==> config.mk <==
export PLATFORM = sky130hd
export DESIGN_NAME = seq_restoring_divider
export DESIGN_NICKNAME = d
export VERILOG_FILES = /design/src/rtl/seq_restoring_divider_pkg.sv /design/src/rtl/seq_restoring_divider_div_step.sv /design/src/rtl/seq_restoring_divider.sv
export SDC_FILE = /design/constraint.sdc
export NUM_CORES = 1
export LEC_CHECK = 0
export ABC_AREA = 1
export ABC_CLOCK_PERIOD_IN_PS = 1750
export CAP_MARGIN = 20
export CORE_UTILIZATION = 47
export DETAILED_ROUTE_END_ITERATION = 8
export PLACE_DENSITY = 0.78
export SLEW_MARGIN = 40
export SYNTH_ARGS = -nofsm -noshare
export SYNTH_HDL_FRONTEND = slang
export SYNTH_SLANG_ARGS = --single-unit
export TNS_END_PERCENT = 1
==> constraint.sdc <==
create_clock -name clk -period 1.75 [get_ports clk]
set_clock_uncertainty 0.15 [all_clocks]
set_input_delay 0.35 -clock clk [delete_from_list [all_inputs] [get_ports clk]]
set_output_delay 0.35 -clock clk [all_outputs]
set_load 0.05 [all_outputs]
==> src/rtl/seq_restoring_divider_pkg.sv <==
// Shared definitions for the sequential restoring divider: FSM state encoding
// and the width of the step counter.
package seq_restoring_divider_pkg;

    typedef enum logic [1:0] {
        IDLE = 2'd0,
        RUN  = 2'd1,
        DONE = 2'd2
    } div_state_t;

    // The counter has to hold WIDTH-1.
    function automatic int count_width(input int width);
        return (width > 2) ? $clog2(width) : 1;
    endfunction

endpackage

==> src/rtl/seq_restoring_divider_div_step.sv <==
// One combinational restoring-division step: shift {A,Q} left by one, then
// trial-subtract M and keep the difference only when it is non-negative.
module div_step #(
    parameter int WIDTH = 4
) (
    input  logic [WIDTH:0]   a_in,
    input  logic [WIDTH-1:0] q_in,
    input  logic [WIDTH-1:0] m,
    output logic [WIDTH:0]   a_out,
    output logic [WIDTH-1:0] q_out
);

    // One extra bit beyond the shifted A, so the MSB acts as the sign of the trial.
    logic [WIDTH+1:0] trial;

    assign trial = {a_in, q_in[WIDTH-1]} - {2'b00, m};

    always_comb begin
        a_out = {a_in[WIDTH-1:0], q_in[WIDTH-1]};
        q_out = {q_in[WIDTH-2:0], 1'b0};
        if (!trial[WIDTH+1]) begin
            a_out    = trial[WIDTH:0];
            q_out[0] = 1'b1;
        end
    end

endmodule

==> src/rtl/seq_restoring_divider.sv <==
// Multi-cycle unsigned restoring divider, one quotient bit per clock.
// Optional macro DIV0_FAST_EN: a zero divisor finishes in one cycle and sets div_by_zero.
module seq_restoring_divider
    import seq_restoring_divider_pkg::*;
#(
    parameter int WIDTH = 4
) (
    input  logic             clk,
    input  logic             rst,
    input  logic             start,
    input  logic [WIDTH-1:0] dividend,
    input  logic [WIDTH-1:0] divisor,
    output logic             busy,
    output logic             done,
    output logic [WIDTH-1:0] quotient,
    output logic [WIDTH-1:0] remainder,
    output logic             div_by_zero
);

    localparam int CW = count_width(WIDTH);

    div_state_t       state, state_nxt;
    logic [WIDTH:0]   a_r, a_step;
    logic [WIDTH-1:0] q_r, m_r, q_step;
    logic [CW-1:0]    count;
    logic             zero_fast;

`ifdef DIV0_FAST_EN
    logic dbz_r;
    assign zero_fast   = (divisor == '0);
    assign div_by_zero = dbz_r;
`else
    assign zero_fast   = 1'b0;
    assign div_by_zero = 1'b0;
`endif

    div_step #(.WIDTH(WIDTH)) u_step (
        .a_in  (a_r),
        .q_in  (q_r),
        .m     (m_r),
        .a_out (a_step),
        .q_out (q_step)
    );

    always_ff @(posedge clk or posedge rst) begin
        if (rst) state <= IDLE;
        else     state <= state_nxt;
    end

    always_comb begin
        state_nxt = state;
        case (state)
            IDLE:    if (start) state_nxt = zero_fast ? DONE : RUN;
            RUN:     if (count == '0) state_nxt = DONE;
            DONE:    state_nxt = IDLE;
            default: state_nxt = IDLE;
        endcase
    end

    always_ff @(posedge clk or posedge rst) begin
        if (rst) begin
            a_r       <= '0;
            q_r       <= '0;
            m_r       <= '0;
            count     <= '0;
            quotient  <= '0;
            remainder <= '0;
`ifdef DIV0_FAST_EN
            dbz_r     <= 1'b0;
`endif
        end else if (state == IDLE && start) begin
            a_r   <= '0;
            q_r   <= dividend;
            m_r   <= divisor;
            count <= CW'(WIDTH - 1);
            if (zero_fast) begin
                quotient  <= '1;
                remainder <= dividend;
`ifdef DIV0_FAST_EN
                dbz_r     <= 1'b1;
`endif
            end
        end else if (state == RUN) begin
            a_r   <= a_step;
            q_r   <= q_step;
            count <= count - CW'(1);
            if (count == '0) begin
                quotient  <= q_step;
                remainder <= a_step[WIDTH-1:0];
`ifdef DIV0_FAST_EN
                dbz_r     <= 1'b0;
`endif
            end
        end
    end

    assign busy = (state != IDLE);
    assign done = (state == DONE);

endmodule
After elaboration in Yosys (flattened, before gate mapping) --
Index checks and enable logic that the tools add are counted.
Storage, ports and cells: logic and storage cells 32, input port bits 11, register bits after elaboration 25
Operators by class: bitwise logic cells 1, reduce and logical (&&, ||, !) cells 7, equal/unequal tests 4, mux-type cells 11, add/subtract/negate cells 2
Operators by type and width (count):
- 5-bit two-way mux | 3
- 2-bit two-way mux | 4
- 4-bit two-way mux | 2
- 6-bit by 4-bit subtractor with 6-bit output | 1
- 2-bit logical NOT | 2
- 2-bit case mux with 2 select lines | 1
- 2-bit nonzero test | 2
- 3-bit AND reduction | 1
- 2-bit by 1-bit == test with 1-bit output, second input constant | 1
- 2-bit == test, second input constant | 1
- 2-bit by 1-bit != test with 1-bit output, second input constant | 1
- 2-bit != test, second input constant | 1
- 2-bit AND reduction | 1
- 2-bit by 1-bit subtractor with 2-bit output, second input constant | 1
- 1-bit logical AND | 1
- 1-bit two-way mux | 1
- 1-bit NOT | 1

Logic depth before layout (Yosys ltp) --
depth after elaboration 4, depth in mapped cells 12

Modules after synthesis --
A second synthesis with hierarchy kept.
Second synthesis, totals: cells, all modules 177, area, all modules 1396.3 µm²
Modules (own cells, without submodules):
- seq_restoring_divider | cells each 119, area each 1041.0 µm², seq. area each 625.6 µm², instances 1
- div_step | cells each 58, area each 355.3 µm², seq. area each 0.0 µm², instances 1

Worst setup path after synthesis --
No wires, ideal clock.
kind reg-to-reg, start register q_r[3], end register a_r[4], period minus slack after synthesis 1.717 ns, stages on the path, launching flop included 13, data required time 1.483 ns, arrival time 1.449 ns, buffers on the path 0, setup slack 0.033 ns, cells stage by stage dfrtp_1 inv_1 ha_1 inv_1 fa_1 nand3_1 nand2_1 nand2_1 nand2_1 inv_1 nand3_1 nand3_1 nand2_1
Between the ends: longest elaborated chain between the ends 4
Ends and longest elaborated chain:
- start, declared | RTL line seq_restoring_divider.sv:24 | logic [WIDTH-1:0] q_r, m_r, q_step;
- start signal, assigned | RTL line seq_restoring_divider.sv:73 | q_r <= dividend;
- start signal, assigned | RTL line seq_restoring_divider.sv:85 | q_r <= q_step;
- 6-bit by 4-bit subtractor with 6-bit output | RTL line seq_restoring_divider_div_step.sv:16 | assign trial = {a_in, q_in[WIDTH-1]} - {2'b00, m};
- 5-bit two-way mux | RTL line seq_restoring_divider_div_step.sv:21 | if (!trial[WIDTH+1]) begin
- 5-bit two-way mux | RTL line seq_restoring_divider.sv:83 | end else if (state == RUN) begin
- 5-bit two-way mux | RTL line seq_restoring_divider.sv:71 | end else if (state == IDLE && start) begin
- end signal, assigned | RTL line seq_restoring_divider.sv:84 | a_r <= a_step;
- end, declared | RTL line seq_restoring_divider.sv:23 | logic [WIDTH:0] a_r, a_step;
No other way between the ends. The select of a mux whose other input is x is not followed. A chain may end at the register's enable or synchronous reset.

Final worst setup path --
Same ends and word-level chain as after synthesis.

==> results.toml <==
[synthesis]
synth-main-ff-cell = "dfrtp_1"
synth.most_common_cell = "nand2_1"
synth_seq_cells = 25
synth_cell_types = 26
synth_fp_nets = 176
synth_top_area_share_pct = 47.4
synth_edf_count = 0
ys_async_sr_fraction_pct = 100
synth_area_leaders = "dfrtp_1, nand2_1, nand3_1"
synth_seq_area_share_pct = 47.4
synth_top_area_cell = "dfrtp_1"
synthCells = 159
syn_area_per_cell_um2 = 8.30
yosys_warnings = 0
synth_area_um2 = 1320
synthTopCellsByCount = "nand2_1, dfrtp_1, inv_1"

[clocking]
cts_tree = "yes"
clock-root-buffer = "clkbuf_4"
numCtsBuffers = 3
postCtsHoldBufs = 0
h-tree-depth = 1
clk_path_buf_depth = 2
tritoncts_num_sinks = 25
clk-insertion-delay-late_ns = 0.34
clkTransAtPathRegs_ns = 0.15

[global_routing]
grt_pass1_wl_um = 4800
grt_antenna_before_repair = 0
gr-total-overflow = 0
gr-usage-all-layers_pct = 22.4
grt_max_degree = 26
first_global_vias = 1110

[worst_setup_path]
crit_path_frequent_cell = "nand2_1"
crit_fanout = 2
critPathTopFamily = "adder cells"
reg2reg_slack_ns = -0.07
worstPathRequired_ns = 1.84
cp-end-kind = "flip-flop"
slowest_delay_ns = 0.42
cp_cell_sequence = "inv_2 > ha_4 > inv_2 > fa_2 > nand3_2 > nand2_1 > nand2_1 > nand2_1 > inv_1 > nand3_1 > nand3_1 > nand2_1"
rr_endpoint = "a_r[4]"
crit_slowest_cell = "fa_2"
reg2reg_from = "q_r[3]"
start_kind = "flip-flop"
r2r_cells = 12
critPathArrivalTime_ns = 1.91
critPathKind = "reg -> reg"
cp_num_buf_inv = 3

[floorplanning]
core.rowCount = 18
die_h_um = 55.0
ios = 22
fp.coreArea_um2 = 2570
die_area_um2 = 3020
die_w_um = 55.0
start_util_pct = 51.4

[job]
max_cap_viol_count = 0

[min_path]
hold_class = "in -> async"

[drt]
wl_um = 3040
wl_per_cell_um = 13.8
firstDrtPassIters = 4
drc = 0
ant_nets = 0
first_iter_violations = 28
vias = 1171
routed_via_density = 5.30

[timing]
hold_viol = 0
setup_viol = 7
period_share_pct = 104
post-route-worst-setup-slack_ns = -0.0682
period_needed_ns = 1.82
fmax_mhz = 550
finalMaxSlewViolations = 0
rsz0062_at_grt = "yes"

[finish]
antennaDiodeCount = 0
areaGrowthSynthToFinish_pct = 36.9
layout-drive-gt1-share_pct = 27.2
fillers = 195
nets = 209
final_util_pct = 70.4

[placement]
dp_hpwl_um = 2120
finalWeightedCongestion = 0.799
numPortBuffers = 20

[outcome]
violations = "setup timing"
status = "finished with violations"
layout by cell type (no fill, tap or decap):
master,netlist,layout
nand2_1,45,45
nand4_1,1,1
dfrtp_2,0,1
fa_2,0,1
nand3_1,21,18
inv_1,23,18
inv_2,3,8
a22oi_1,1,1
o221ai_1,3,3
nand3_2,2,3
o211ai_1,1,1
clkdlybuf4s50_1,0,10
ha_4,0,2
nand2_4,1,2
nand4_4,0,1
nor2_1,4,3
clkbuf_4,0,3
nor2_4,1,2
nand3_4,0,2
o21ai_0,6,6
ha_1,5,3
nand3b_1,3,3
nand2_2,3,2
o21ai_1,1,1
a21oi_2,0,1
a21oi_1,2,1
conb_1,1,1
dfrtp_1,25,24
nor2_2,1,1
xnor2_2,0,1
buf_4,1,14
buf_12,0,7
clkinvlp_4,0,1
final cells by class:
cell class / count / area, um^2 / share of cell area (%)
Multi-Input combinational cell: 105 / 669 / 37.0
Tap cell: 30 / 37.5 / 2.08
Timing Repair Buffer: 31 / 345 / 19.1
Inverter: 26 / 97.6 / 5.40
Clock inverter: 1 / 7.51 / 0.416
Clock buffer: 3 / 22.5 / 1.25
Sequential cell: 25 / 627 / 34.7
routing by layer:
metal  track usage, %  part of all wire, %  wire, um
met4             10.8                  1.3        38
met3             4.10                  5.4       164
met2             36.5                   50      1510
met5                0                    0         0
met1             28.5                   44      1330
registers in the layout, summed over array words and instances, names as in the netlist:
register / cells
q_r: 4
m_r: 4
state: 2
count: 2
a_r: 5
remainder: 4
quotient: 4
worst max path at each step:
stage / depth (start not counted) / end / slack, ns / start
after floorplan: 12 / a_r[4] / 0.03 / q_r[3]
after global placement: 12 / a_r[4] / 0.03 / q_r[3]
after detailed placement: 12 / a_r[4] / -0.03 / q_r[3]
after CTS: 9 / a_r[1] / -0.03 / a_r[0]
after global routing: 8 / a_r[3] / -0.14 / a_r[2]
final: 12 / a_r[4] / -0.07 / q_r[3]
cell families (layout without fill, tap and decap cells):
| family | after synthesis | count (layout) | synth area share [%] |
|---|---|---|---|
| flops | 25 | 25 | 47.4 |
| simple gates | 83 | 83 | 30.1 |
| compound gates | 14 | 14 | 6.54 |
| buf+inv | 29 | 61 | 8.72 |
| xor+xnor | 1 | 1 | 0.664 |
| fa+ha+maj | 6 | 6 | 6.26 |
| other cells | 1 | 1 | 0.284 |
worst min-delay path: stages:
cell and delay, ns:
clkdlybuf4s50_1 0.40, inv_1 0.05, buf_4 0.30
metrics by stage:
step                      area, um^2  cells  hold slack [ns]  setup TNS [ns]  worst slack, ns
after floorplan                 1320    159            0.227               0           0.0332
after global placement          1660    213            0.315               0           0.0287
after detailed placement        1660    213            0.323         -0.0294          -0.0282
after CTS                       1700    217            0.199         -0.0465          -0.0260
after global routing            1810    221            0.240           -1.02           -0.138
final                           1810    221            0.193          -0.122          -0.0682
timing repair:
action | in CTS | in global routing
resized for setup | 5 | 16
pin swaps | 0 | 12
endpoints found under the setup margin | 8 | 11
gates cloned | 0 | 0
buffers inserted | 0 | 4
Power is left out: the tool's default activity adds up to more than one toggle a clock period on the data nets, which glitch-free logic cannot reach.
